$ cat src/rtl/systolic_row_loader.sv
`default_nettype none
// =====================================================================
// Module  : systolic_row_loader
// Brief   : Streams N-element operand rows from a synchronous single-port
//           memory into a systolic array input stage (valid/ready).
// Revision: 1.0 - initial release
// =====================================================================
module systolic_row_loader #(
    parameter int ADDR_W = 12,
    parameter int DATA_W = 16,
    parameter int N      = 4,
    parameter int ROW_W  = 8
) (
    input  logic                clock,
    input  logic                reset_n,
    input  logic                start,
    input  logic [ADDR_W-1:0]   base_addr,
    input  logic [ADDR_W-1:0]   row_stride,
    input  logic [ROW_W-1:0]    num_rows,
    output logic [ADDR_W-1:0]   mem_address,
    output logic                mem_wren,
    input  logic [DATA_W-1:0]   mem_q,
    output logic [N*DATA_W-1:0] row_data,
    output logic                row_valid,
    input  logic                row_ready,
    output logic                row_last,
    output logic                busy,
    output logic                done
);

    localparam int IDX_W = (N > 1) ? $clog2(N) : 1;
    localparam int CNT_W = $clog2(N + 1);

    localparam logic [1:0] c_idle   = 2'd0;
    localparam logic [1:0] c_fetch  = 2'd1;
    localparam logic [1:0] c_fill   = 2'd2;
    localparam logic [1:0] c_finish = 2'd3;

    // A single-element row is fully issued on its launch edge.
    localparam logic [1:0]       c_row_state = (N > 1) ? c_fetch : c_fill;
    localparam logic [IDX_W-1:0] c_last_idx  = IDX_W'(N - 1);
    localparam logic [CNT_W-1:0] c_full      = CNT_W'(N);

    logic [1:0]          r_state;
    logic [1:0]          w_next;

    logic [ADDR_W-1:0]   r_mem_address;
    logic [ADDR_W-1:0]   r_row_base;
    logic [ADDR_W-1:0]   r_stride;
    logic [ROW_W-1:0]    r_rows_left;
    logic [IDX_W-1:0]    r_issue_idx;
    logic                r_p1_valid;
    logic [IDX_W-1:0]    r_p1_idx;
    logic                r_p2_valid;
    logic [IDX_W-1:0]    r_p2_idx;
    logic [N*DATA_W-1:0] r_asm;
    logic [CNT_W-1:0]    r_asm_cnt;
    logic [N*DATA_W-1:0] r_row_data;
    logic                r_row_valid;
    logic                r_row_last;
    logic                r_busy;

    logic                w_accept;
    logic                w_xfer;
    logic                w_more;
    logic                w_next_row;
    logic                w_last_hs;

    assign w_accept   = (r_state == c_idle) && start;
    assign w_xfer     = (r_asm_cnt == c_full) && (!r_row_valid || row_ready);
    assign w_more     = (r_rows_left != '0);
    assign w_next_row = w_xfer && w_more;
    assign w_last_hs  = r_row_valid && row_ready && r_row_last;

    always_ff @(posedge clock or negedge reset_n) begin
        if (!reset_n) begin
            r_state <= c_idle;
        end else begin
            r_state <= w_next;
        end
    end

    always_comb begin
        w_next = r_state;
        case (r_state)
            c_idle: begin
                if (start) begin
                    w_next = (num_rows == '0) ? c_finish : c_row_state;
                end
            end
            c_fetch: begin
                if (r_issue_idx == c_last_idx) begin
                    w_next = c_fill;
                end
            end
            c_fill: begin
                if (w_last_hs) begin
                    w_next = c_finish;
                end else if (w_next_row) begin
                    w_next = c_row_state;
                end
            end
            c_finish: begin
                // busy still set here only on the zero-row path
                if (!r_busy) begin
                    w_next = c_idle;
                end
            end
            default: w_next = c_idle;
        endcase
    end

    always_comb begin
        busy     = r_busy;
        done     = (r_state == c_finish) && !r_busy;
        mem_wren = 1'b0;
    end

    always_ff @(posedge clock or negedge reset_n) begin
        if (!reset_n) begin
            r_mem_address <= '0;
            r_row_base    <= '0;
            r_stride      <= '0;
            r_rows_left   <= '0;
            r_issue_idx   <= '0;
            r_p1_valid    <= 1'b0;
            r_p1_idx      <= '0;
            r_p2_valid    <= 1'b0;
            r_p2_idx      <= '0;
            r_asm         <= '0;
            r_asm_cnt     <= '0;
            r_row_data    <= '0;
            r_row_valid   <= 1'b0;
            r_row_last    <= 1'b0;
            r_busy        <= 1'b0;
        end else begin
            r_p1_valid <= 1'b0;
            r_p2_valid <= r_p1_valid;
            r_p2_idx   <= r_p1_idx;

            if (w_accept) begin
                r_busy      <= 1'b1;
                r_stride    <= row_stride;
                r_rows_left <= num_rows - ROW_W'(1);
                r_row_base  <= base_addr;
                if (num_rows != '0) begin
                    r_mem_address <= base_addr;
                    r_p1_valid    <= 1'b1;
                    r_p1_idx      <= '0;
                    r_issue_idx   <= IDX_W'(1);
                end
            end else if (w_next_row) begin
                r_row_base    <= r_row_base + r_stride;
                r_mem_address <= r_row_base + r_stride;
                r_p1_valid    <= 1'b1;
                r_p1_idx      <= '0;
                r_issue_idx   <= IDX_W'(1);
                r_rows_left   <= r_rows_left - ROW_W'(1);
            end else if (r_state == c_fetch) begin
                r_mem_address <= r_row_base + ADDR_W'(r_issue_idx);
                r_p1_valid    <= 1'b1;
                r_p1_idx      <= r_issue_idx;
                r_issue_idx   <= r_issue_idx + IDX_W'(1);
            end

            if (w_last_hs || (r_state == c_finish)) begin
                r_busy <= 1'b0;
            end

            if (w_xfer) begin
                r_asm_cnt <= '0;
            end else if (r_p2_valid) begin
                r_asm[r_p2_idx*DATA_W +: DATA_W] <= mem_q;
                r_asm_cnt <= r_asm_cnt + CNT_W'(1);
            end

            if (w_xfer) begin
                r_row_valid <= 1'b1;
                r_row_data  <= r_asm;
                r_row_last  <= !w_more;
            end else if (row_ready) begin
                r_row_valid <= 1'b0;
                r_row_last  <= 1'b0;
            end
        end
    end

    assign mem_address = r_mem_address;
    assign row_data    = r_row_data;
    assign row_valid   = r_row_valid;
    assign row_last    = r_row_last;

endmodule
`default_nettype wire

$ cat config.mk
export PLATFORM = sky130hd
export DESIGN_NAME = systolic_row_loader
export DESIGN_NICKNAME = d
export VERILOG_FILES = /design/src/rtl/systolic_row_loader.sv
export SDC_FILE = /design/constraint.sdc
export NUM_CORES = 1
export LEC_CHECK = 0
export BUFFER_PORTS_ARGS = -buffer_cell sky130_fd_sc_hd__buf_2
export CORE_MARGIN = 10
export CORE_UTILIZATION = 57
export DETAILED_ROUTE_END_ITERATION = 8
export PLACE_DENSITY = 0.8
export SLEW_MARGIN = 20
export SYNTH_ARGS = -nofsm -noshare
export SYNTH_HDL_FRONTEND = slang
export SYNTH_SLANG_ARGS = --single-unit
$ cat constraint.sdc
create_clock -name clock -period 3.9 [get_ports clock]
set_input_delay 0 -clock clock [delete_from_list [all_inputs] [get_ports clock]]
set_output_delay 0 -clock clock [all_outputs]
set_load 0.05 [all_outputs]
==> results of run 1 <==
Yosys cell counts, types with 2 or more instances:
library cell and n:
sky130_fd_sc_hd__nand3_1 17, sky130_fd_sc_hd__buf_6 2, sky130_fd_sc_hd__a211oi_1 3, sky130_fd_sc_hd__mux2i_1 8, sky130_fd_sc_hd__a21o_1 5, sky130_fd_sc_hd__xnor2_1 15
sky130_fd_sc_hd__nor2_2 5, sky130_fd_sc_hd__o21ai_0 82, sky130_fd_sc_hd__ha_1 22, sky130_fd_sc_hd__clkbuf_1 39, sky130_fd_sc_hd__a31oi_1 3, sky130_fd_sc_hd__or4_1 2
sky130_fd_sc_hd__nor2b_1 3, sky130_fd_sc_hd__buf_1 4, sky130_fd_sc_hd__nand2b_1 5, sky130_fd_sc_hd__inv_1 16, sky130_fd_sc_hd__nor3b_1 5, sky130_fd_sc_hd__a21oi_1 35
sky130_fd_sc_hd__fa_1 2, sky130_fd_sc_hd__o21ai_1 5, sky130_fd_sc_hd__nand4_1 3, sky130_fd_sc_hd__xor2_1 14, sky130_fd_sc_hd__nor2_1 33, sky130_fd_sc_hd__or3_1 4
sky130_fd_sc_hd__dfrtp_1 188, sky130_fd_sc_hd__buf_2 3, sky130_fd_sc_hd__a31oi_2 2, sky130_fd_sc_hd__o31ai_1 6, sky130_fd_sc_hd__a21boi_0 2, sky130_fd_sc_hd__and3_1 3
sky130_fd_sc_hd__o211ai_1 3, sky130_fd_sc_hd__nand2_1 397, sky130_fd_sc_hd__and2_1 2, sky130_fd_sc_hd__nor3_1 9
where the power goes:
group | switching [µW] | total, µW | internal (µW)
combinational | 2990 | 4330 | 1340
clock | 815 | 1810 | 990
sequential | 584 | 3330 | 2740
total | 4390 | 9460 | 5080
cells by family (layout without fill, tap and decap cells):
family                     after synthesis  in the layout  share of synthesized area
AOI/OAI and AO/OA                      159            159                     0.1084
adders and majority gates               24             24                    0.03659
muxes                                    9              9                    0.01190
DFF                                    188            188                     0.5459
xor gates and xnor gates                29             29                    0.02947
buffers and inverters                   66            244                    0.03165
other                                    1              1                  0.0004351
and+or+nand+nor                        496            496                     0.2356
per-stage QoR:
step	instance area, µm²	total power [µW]	setup WS (ns)	utilization	hold slack, ns
after floorplan	8618	6492	1.190	-	-0.2956
after CTS	10540	9453	1.178	0.7168	0.006166
final	10540	9464	1.141	0.7168	0.03219
after detailed placement	9429	7588	1.185	0.6415	0.1940
after global placement	9429	7431	1.286	0.6415	0.1883
after global routing	10540	10110	1.009	0.7168	0.04597
state kept, by name (all words and copies together) (netlist names), 2 cells and up:
signal / cells
mem_address: 12
r_asm: 64
r_asm_cnt: 3
r_issue_idx: 2
r_p1_idx: 2
r_p2_idx: 2
r_row_base: 12
r_rows_left: 8
r_state: 2
r_stride: 12
row_data: 64
path summary, 6_finish.rpt:
check / startpoint / end / slack, ns / cells after the start
max: r_rows_left[6] / mem_address[8] / 1.14 / 7
max reg2reg: r_rows_left[6] / mem_address[8] / 1.14 / 7
min: num_rows[1] / r_rows_left[5] / 0.03 / 6
max in group asynchronous: reset_n / row_data[51] / 2.52 / 3
min in group asynchronous: reset_n / row_data[21] / 0.26 / 2
min reg2reg: r_p1_valid / r_p2_valid / 0.35 / 0
routing by layer:
metal,routed length (µm),GRT usage
met1,9508,0.2845
met2,10910,0.3662
met3,1380,0.05307
met4,766,0.1026
met5,0,0
worst register-to-register path, delay by kind of cell (launching register included):
kind | cells | cell delay [ns]
AO/OA/AOI/OAI | 2 | 0.84
multiplexers | 1 | 0.22
AND/OR/NAND/NOR | 3 | 0.95
buffers and inverters | 1 | 0.23
flip-flops | 1 | 0.40
area by class of cell:
| cell class | count | area share |
|---|---|---|
| tap | 184 | 0.02185 |
| clock inverter | 14 | 0.01686 |
| clock buffer | 18 | 0.04168 |
| inverter | 17 | 0.006294 |
| multi-input combinational | 718 | 0.3468 |
| sequential | 188 | 0.4465 |
| timing repair buffer | 195 | 0.1201 |
what timing repair did:
item                                   CTS  global route
setup endpoints to repair                0             0
buffers inserted                         0             0
endpoints found under the hold margin  216             0
hold buffers                            49             0
==> report_table.html, run 1 <==
<table>
<tr><th>Metric</th><th>Value</th></tr>
<tr><th colspan="2">Finish</th></tr>
<tr><td>Number of filler cells placed in the layout</td><td>1137</td></tr>
<tr><td>Most frequent cells in the layout</td><td>sky130_fd_sc_hd__nand2_1 (397), sky130_fd_sc_hd__dfrtp_1 (188), sky130_fd_sc_hd__buf_2 (130)</td></tr>
<tr><td>Share of final-layout standard cells stronger than drive strength 1</td><td>0.1704</td></tr>
<tr><td>Count of nets after finishing</td><td>around 1200</td></tr>
<tr><td>FF/Latch Area</td><td>4705 µm²</td></tr>
<tr><td>Multi-input gate area</td><td>around 3700 µm²</td></tr>
<tr><td>Most common cell after layout, fill and taps aside</td><td>sky130_fd_sc_hd__nand2_1</td></tr>
<tr><td>Number of non-filler instances in the completed layout</td><td>about 1300</td></tr>
<tr><td>Antenna diode instance count</td><td>0</td></tr>
<tr><td>Area added between synthesis and finish</td><td>22.26%</td></tr>
<tr><th colspan="2">Route</th></tr>
<tr><td>Total routed wirelength</td><td>22560 µm</td></tr>
<tr><td>Routed vias/inst</td><td>5.499</td></tr>
<tr><td>First-iteration detailed-routing DRC count</td><td>496</td></tr>
<tr><td>Vias after detailed routing</td><td>7335</td></tr>
<tr><td>Post-route antenna net violation count</td><td>0</td></tr>
<tr><td>Average detailed-routed wire length per instance</td><td>16.91 µm</td></tr>
<tr><td>DR DRC count</td><td>0</td></tr>
<tr><td>Drt first pass iters</td><td>5</td></tr>
<tr><th colspan="2">GRT</th></tr>
<tr><td>Initial antenna violation count</td><td>0</td></tr>
<tr><td>Overall Global Routing Usage</td><td>0.2267</td></tr>
<tr><td>First-pass GRT wire length</td><td>36830 µm</td></tr>
<tr><td>Overflow left after global routing</td><td>0</td></tr>
<tr><td>Pin count of the biggest net entering global routing</td><td>111</td></tr>
<tr><td>Via count of the first global-routing pass</td><td>7234</td></tr>
<tr><th colspan="2">Worst setup path</th></tr>
<tr><td>Category of cells accounting for the largest share of critical-path delay</td><td>simple AND/OR/NAND/NOR gates</td></tr>
<tr><td>CP Launch Type</td><td>flip-flop</td></tr>
<tr><td>Top fanout value on the critical path</td><td>19</td></tr>
<tr><td>Critical path buffers and inverters</td><td>1</td></tr>
<tr><td>Master of the slowest instance on the critical path</td><td>sky130_fd_sc_hd__o311ai_4</td></tr>
<tr><td>Worst EP arrival</td><td>slightly above 3 ns</td></tr>
<tr><td>Setup CP Type</td><td>flip-flop to flip-flop</td></tr>
<tr><td>Crit-path max cell delay</td><td>around 0.74 ns</td></tr>
<tr><td>Required time at the endpoint of the critical path</td><td>4.21 ns</td></tr>
<tr><td>Critical Path End Type</td><td>flip-flop</td></tr>
<tr><td>Cell-by-cell trace of the critical path</td><td>or4_4, nor3_4, nor2_2, o311ai_4, inv_4, mux2i_1, o31ai_1</td></tr>
<tr><th colspan="2">Clock tree</th></tr>
<tr><td>Maximum buffer depth of the clock tree</td><td>2</td></tr>
<tr><td>CTS H-tree depth</td><td>4</td></tr>
<tr><td>Clock Latency Late Sink</td><td>0.44 ns</td></tr>
<tr><td>Clock Sinks</td><td>188</td></tr>
<tr><td>Master cell of the clock root buffer</td><td>sky130_fd_sc_hd__clkbuf_16</td></tr>
<tr><td>Num CTS Buffers</td><td>17</td></tr>
<tr><td>Post_cts resized</td><td>0</td></tr>
<tr><td>Clock slew at the register clock pins of the worst setup and hold paths</td><td>0.07 ns</td></tr>
<tr><td>CTS tree</td><td>done</td></tr>
<tr><th colspan="2">STA</th></tr>
<tr><td>Worst clock skew</td><td>about 0.009 ns</td></tr>
<tr><td>Number of slew-limit violations in the final report</td><td>0</td></tr>
<tr><td>Time the worst path needs with I/O delays and setup</td><td>2.759 ns</td></tr>
<tr><td>Final setup violation count</td><td>0</td></tr>
<tr><td>Final Hold Vio Count</td><td>0</td></tr>
<tr><td>Portion of the clock cycle consumed by the worst path in the final layout</td><td>0.7074</td></tr>
<tr><td>Actual transition at the worst max-transition pin</td><td>0.9929 ns</td></tr>
<tr><td>Fmax achieved</td><td>approximately 360 MHz</td></tr>
<tr><td>Sum of negative setup slack</td><td>0 ns</td></tr>
<tr><td>Headroom to the max-slew limit</td><td>0.3380</td></tr>
<tr><td>RSZ-0062 raised after global routing</td><td>no</td></tr>
<tr><th colspan="2">Yosys</th></tr>
<tr><td>Syn_area_per_cell</td><td>8.867 µm²</td></tr>
<tr><td>Ys flop type</td><td>sky130_fd_sc_hd__dfrtp_1</td></tr>
<tr><td>Number of synthesized flops with an enable pin</td><td>0</td></tr>
<tr><td>Net Count, Synth</td><td>roughly 1000</td></tr>
<tr><td>Portion of the post-synthesis area used by sequential elements</td><td>0.5459</td></tr>
<tr><td>Share of the synthesized area in the top cell type</td><td>0.5459</td></tr>
<tr><td>Yosys cell types</td><td>slightly below 60</td></tr>
<tr><td>Number of warnings printed during yosys synthesis</td><td>0</td></tr>
<tr><td>Summed instance area of the synthesized netlist</td><td>8618 µm²</td></tr>
<tr><td>Share of flip-flops with an asynchronous set or reset</td><td>1.000</td></tr>
<tr><td>Biggest area consumer among synthesized cells</td><td>sky130_fd_sc_hd__dfrtp_1</td></tr>
<tr><td>Post-synthesis cell count</td><td>972</td></tr>
<tr><td>Flip-flop and latch count after synthesis</td><td>between 150 and 200</td></tr>
<tr><td>Largest cells by area after synthesis</td><td>sky130_fd_sc_hd__dfrtp_1 (55%), sky130_fd_sc_hd__nand2_1 (17%), sky130_fd_sc_hd__o21ai_0 (4.8%)</td></tr>
<tr><th colspan="2">Power</th></tr>
<tr><td>Reported leakage power</td><td>0.005355 µW</td></tr>
<tr><td>Worst supply voltage drop on vdd</td><td>0.0004881 V</td></tr>
<tr><td>PD cells</td><td>898.3 nW/µm²</td></tr>
<tr><th colspan="2">Run status</th></tr>
<tr><td>Result of the run</td><td>complete, no violations</td></tr>
<tr><th colspan="2">Die</th></tr>
<tr><td>Number of rows in the core area</td><td>44</td></tr>
<tr><td>Width of the die</td><td>143.0 µm</td></tr>
<tr><td>Total Die Area</td><td>a little over 20000 µm²</td></tr>
<tr><td>Initial core utilization</td><td>0.5863</td></tr>
<tr><td>Core area</td><td>14700 µm²</td></tr>
<tr><td># IOs</td><td>around 130</td></tr>
<tr><td>Die height</td><td>143.0 µm</td></tr>
<tr><th colspan="2">Hold path</th></tr>
<tr><td>Classification of the worst-slack hold path</td><td>input port to flip-flop</td></tr>
<tr><th colspan="2">Place</th></tr>
<tr><td>Half-perimeter wire length of the detailed placement result</td><td>about 15000 µm</td></tr>
<tr><td>Final GP Congestion</td><td>roughly 0.85</td></tr>
<tr><td>Cell Count Post-Placement</td><td>1253</td></tr>
<tr><td>Input/output buffers</td><td>131</td></tr>
<tr><th colspan="2">Job</th></tr>
<tr><td>Max Cap Viol</td><td>0</td></tr>
</table>
Power figures use the tool's default switching activity.
==> run 2, diff against run 1 <==
Clock period 3.9 ns to 2.8 ns, I/O delays scaled along.
==> run 2 against run 1 <==
Register-to-register slack got worse by 0.71 ns. Core utilization rose by 0.54 points. Flip-flop and latch count did not move. First-iteration DRC count fell by 4.4%. Combinational power rose by 40%. Final cell count rose by 0.45%. Sequential power rose by 39%. Power rose by 40%. Global-route usage fell by 0.43 points. Critical path type unchanged. Largest power group unchanged.
==> report_table.html, run 2 (synthesis results as in run 1) <==
<table>
<tr><th>Metric</th><th>Value</th></tr>
<tr><th colspan="2">GRT</th></tr>
<tr><td>Overflow left after global routing</td><td>0 (unchanged)</td></tr>
<tr><td>Initial antenna violation count</td><td>0 (unchanged)</td></tr>
<tr><td>Via count of the first global-routing pass</td><td>7031 (-2.8%)</td></tr>
<tr><td>Pin count of the biggest net entering global routing</td><td>71 (-36%)</td></tr>
<tr><td>Overall Global Routing Usage</td><td>0.2223 (-0.004347)</td></tr>
<tr><td>First-pass GRT wire length</td><td>36250 µm (-1.6%)</td></tr>
<tr><th colspan="2">STA</th></tr>
<tr><td>RSZ-0062 raised after global routing</td><td>no</td></tr>
<tr><td>Actual transition at the worst max-transition pin</td><td>0.7444 ns (-0.2485 ns)</td></tr>
<tr><td>Final Hold Vio Count</td><td>0 (unchanged)</td></tr>
<tr><td>Worst clock skew</td><td>0.01073 ns (+0.001859 ns)</td></tr>
<tr><td>Headroom to the max-slew limit</td><td>0.5037 (+0.1657)</td></tr>
<tr><td>Final setup violation count</td><td>0 (unchanged)</td></tr>
<tr><td>Fmax achieved</td><td>421.4 MHz (+16%)</td></tr>
<tr><td>Time the worst path needs with I/O delays and setup</td><td>2.373 ns (-0.3858 ns)</td></tr>
<tr><td>Portion of the clock cycle consumed by the worst path in the final layout</td><td>0.8476 (+0.1401)</td></tr>
<tr><td>Sum of negative setup slack</td><td>0 ns (unchanged)</td></tr>
<tr><td>Number of slew-limit violations in the final report</td><td>0 (unchanged)</td></tr>
<tr><th colspan="2">Route</th></tr>
<tr><td>DR DRC count</td><td>0 (unchanged)</td></tr>
<tr><td>Vias after detailed routing</td><td>7284 (-0.70%)</td></tr>
<tr><td>Routed vias/inst</td><td>5.436 (-1.1%)</td></tr>
<tr><td>Total routed wirelength</td><td>22420 µm (-0.64%)</td></tr>
<tr><td>First-iteration detailed-routing DRC count</td><td>474 (-4.4%)</td></tr>
<tr><td>Drt first pass iters</td><td>5 (unchanged)</td></tr>
<tr><td>Average detailed-routed wire length per instance</td><td>16.73 µm (-1.1%)</td></tr>
<tr><td>Post-route antenna net violation count</td><td>0 (unchanged)</td></tr>
<tr><th colspan="2">Die</th></tr>
<tr><td># IOs</td><td>133 (unchanged)</td></tr>
<tr><td>Die height</td><td>143.0 µm (unchanged)</td></tr>
<tr><td>Width of the die</td><td>143.0 µm (unchanged)</td></tr>
<tr><td>Core area</td><td>14700 µm² (unchanged)</td></tr>
<tr><td>Total Die Area</td><td>20440 µm² (unchanged)</td></tr>
<tr><td>Number of rows in the core area</td><td>44 (unchanged)</td></tr>
<tr><td>Initial core utilization</td><td>0.5863 (unchanged)</td></tr>
<tr><th colspan="2">Job</th></tr>
<tr><td>Max Cap Viol</td><td>0 (unchanged)</td></tr>
<tr><th colspan="2">Power</th></tr>
<tr><td>PD cells</td><td>1245 nW/µm² (+39%)</td></tr>
<tr><td>Worst supply voltage drop on vdd</td><td>0.0007494 V (+54%)</td></tr>
<tr><td>Power share of the sequential group</td><td>0.350 (-0.002)</td></tr>
<tr><td>Cell Int Power</td><td>7140 µW (+41%)</td></tr>
<tr><td>Share of total power in combinational logic</td><td>0.458 (about the same)</td></tr>
<tr><td>Clock network power share</td><td>0.191 (about the same)</td></tr>
<tr><td>Fraction of power spent switching nets</td><td>0.4598 (-0.003767)</td></tr>
<tr><td>Net switching power</td><td>6077 µW (+39%)</td></tr>
<tr><td>Reported leakage power</td><td>0.005395 µW (+0.75%)</td></tr>
<tr><th colspan="2">Worst setup path</th></tr>
<tr><td>Setup CP Type</td><td>flip-flop to flip-flop</td></tr>
<tr><td>Cell count along the critical path</td><td>9 (+2)</td></tr>
<tr><td>Worst EP arrival</td><td>2.68 ns (-0.39 ns)</td></tr>
<tr><td>Critical Path End Type</td><td>flip-flop</td></tr>
<tr><td>CP Launch Type</td><td>flip-flop</td></tr>
<tr><td>Worst setup path end</td><td>mem_address[8]</td></tr>
<tr><td>Worst path most repeated cell</td><td>sky130_fd_sc_hd__o31ai_1</td></tr>
<tr><td>Category of cells accounting for the largest share of critical-path delay</td><td>compound AO/OA/AOI/OAI gates</td></tr>
<tr><td>Critical Path Start</td><td>r_row_base[0]</td></tr>
<tr><td>R2r endpoint</td><td>mem_address[8]</td></tr>
<tr><td>Master of the slowest instance on the critical path</td><td>sky130_fd_sc_hd__o31ai_1</td></tr>
<tr><td>Worst reg-to-reg setup slack</td><td>0.43 ns (-0.71 ns)</td></tr>
<tr><td>Critical path buffers and inverters</td><td>1 (unchanged)</td></tr>
<tr><td>Cell-by-cell trace of the critical path</td><td>ha_1, inv_1, fa_1, nor2b_1, o31ai_1, a211oi_1, or3_1, a21oi_1, o31ai_1</td></tr>
<tr><td>Crit-path max cell delay</td><td>0.44 ns (-0.30 ns)</td></tr>
<tr><td>Top fanout value on the critical path</td><td>3 (-16)</td></tr>
<tr><td>Number of cell instances on the worst register-to-register path</td><td>9 (+2)</td></tr>
<tr><td>Required time at the endpoint of the critical path</td><td>3.10 ns (-1.11 ns)</td></tr>
<tr><td>Launching point of the worst reg2reg path</td><td>r_row_base[0]</td></tr>
<tr><th colspan="2">Clock tree</th></tr>
<tr><td>CTS H-tree depth</td><td>4 (unchanged)</td></tr>
<tr><td>Maximum buffer depth of the clock tree</td><td>2 (unchanged)</td></tr>
<tr><td>Clock Sinks</td><td>188 (unchanged)</td></tr>
<tr><td>CTS tree</td><td>done</td></tr>
<tr><td>Master cell of the clock root buffer</td><td>sky130_fd_sc_hd__clkbuf_16</td></tr>
<tr><td>Clock Latency Late Sink</td><td>0.43 ns (about the same)</td></tr>
<tr><td>Clock slew at the register clock pins of the worst setup and hold paths</td><td>0.07 ns (about the same)</td></tr>
<tr><td>Number of hold buffers added after CTS</td><td>50 (+2.0%)</td></tr>
<tr><td>Post-CTS repair timing setup buffer count</td><td>0 (unchanged)</td></tr>
<tr><td>Post_cts resized</td><td>0 (unchanged)</td></tr>
<tr><td>Num CTS Buffers</td><td>17 (unchanged)</td></tr>
<tr><th colspan="2">Place</th></tr>
<tr><td>Half-perimeter wire length of the detailed placement result</td><td>14650 µm (about the same)</td></tr>
<tr><td>Input/output buffers</td><td>131 (unchanged)</td></tr>
<tr><td>Cell Count Post-Placement</td><td>1258 (+0.40%)</td></tr>
<tr><td>Instance area after placement</td><td>9492 µm² (+0.66%)</td></tr>
<tr><td>Final GP Congestion</td><td>0.8774 (+3.1%)</td></tr>
<tr><th colspan="2">Finish</th></tr>
<tr><td>FF/Latch Area</td><td>4705 µm² (unchanged)</td></tr>
<tr><td>Area added between synthesis and finish</td><td>23.17%</td></tr>
<tr><td>Count of nets after finishing</td><td>1219 (+0.49%)</td></tr>
<tr><td>Antenna diode instance count</td><td>0 (unchanged)</td></tr>
<tr><td>Number of non-filler instances in the completed layout</td><td>1340 (+0.45%)</td></tr>
<tr><td>Number of filler cells placed in the layout</td><td>1089 (-4.2%)</td></tr>
<tr><td>Share of final-layout standard cells stronger than drive strength 1</td><td>0.1739 (+0.003441)</td></tr>
<tr><td>Final Cell Area</td><td>10620 µm² (+0.75%)</td></tr>
<tr><td>Most common cell after layout, fill and taps aside</td><td>sky130_fd_sc_hd__nand2_1</td></tr>
<tr><td>Multi-input gate area</td><td>3654 µm² (unchanged)</td></tr>
<tr><td>Most frequent cells in the layout</td><td>sky130_fd_sc_hd__nand2_1 (397), sky130_fd_sc_hd__dfrtp_1 (188), sky130_fd_sc_hd__buf_2 (130)</td></tr>
<tr><th colspan="2">Run status</th></tr>
<tr><td>Result of the run</td><td>complete, no violations</td></tr>
<tr><th colspan="2">Hold path</th></tr>
<tr><td>Classification of the worst-slack hold path</td><td>input port to flip-flop</td></tr>
</table>
-- run 2: cell type report --
cell class                 instances  area share
clock inverter                    13     0.01603
sequential                       188      0.4432
clock buffer                      19     0.04267
inverter                          17    0.006247
multi-input combinational        718      0.3442
timing repair buffer             201      0.1260
tap                              184     0.02169
-- run 2: through the flow --
| stage | util | worst slack, ns | total power (µW) | hold WS [ns] |
|---|---|---|---|---|
| finish | 0.7222 | 0.4268 | 13220 | 0.03973 |
| global placement | 0.6457 | 0.5087 | 10410 | 0.05413 |
| CTS | 0.7222 | 0.4247 | 13230 | 0.02086 |
| floorplan | - | 0.08993 | 9042 | -0.2956 |
| global route | 0.7222 | 0.3055 | 14110 | 0.07183 |
| detailed placement | 0.6457 | 0.4556 | 10610 | 0.05408 |
-- run 2: routing by layer --
layer	up-vias	GRT usage	part of all wire
li1	3520	-	-
met1	3488	0.2819	0.42
met3	32	0.05373	0.067
met5	-	0	0
met4	0	0.06732	0.018
met2	244	0.3694	0.50
-- run 2: worst min-delay path, cell delays in order --
cell,delay (ns)
sky130_fd_sc_hd__buf_2,0.09
sky130_fd_sc_hd__nor3_1,0.07
sky130_fd_sc_hd__xor2_1,0.13
sky130_fd_sc_hd__nand2_1,0.06
sky130_fd_sc_hd__o21ai_0,0.07
-- run 2: power by group through the flow --
stage | sequential (µW) | combinational (µW) | clock, µW
4_1_cts | 4610 | 6070 | 2550
6_report | 4630 | 6060 | 2530
5_1_grt | 4760 | 6680 | 2670
2_1_floorplan | 5740 | 3300 | 0
3_5_place_dp | 4630 | 5970 | 0
3_3_place_gp | 4600 | 5810 | 0
-- run 2: worst min-delay path by stage --
stage	from	endpoint	slack [ns]	cells past startpoint
floorplan	reset_n	busy	-0.30	0
global placement	reset_n	row_data[21]	0.05	1
detailed placement	reset_n	row_data[19]	0.05	1
CTS	num_rows[1]	r_rows_left[3]	0.02	5
global route	num_rows[1]	r_rows_left[3]	0.07	5
finish	num_rows[1]	r_rows_left[3]	0.04	5
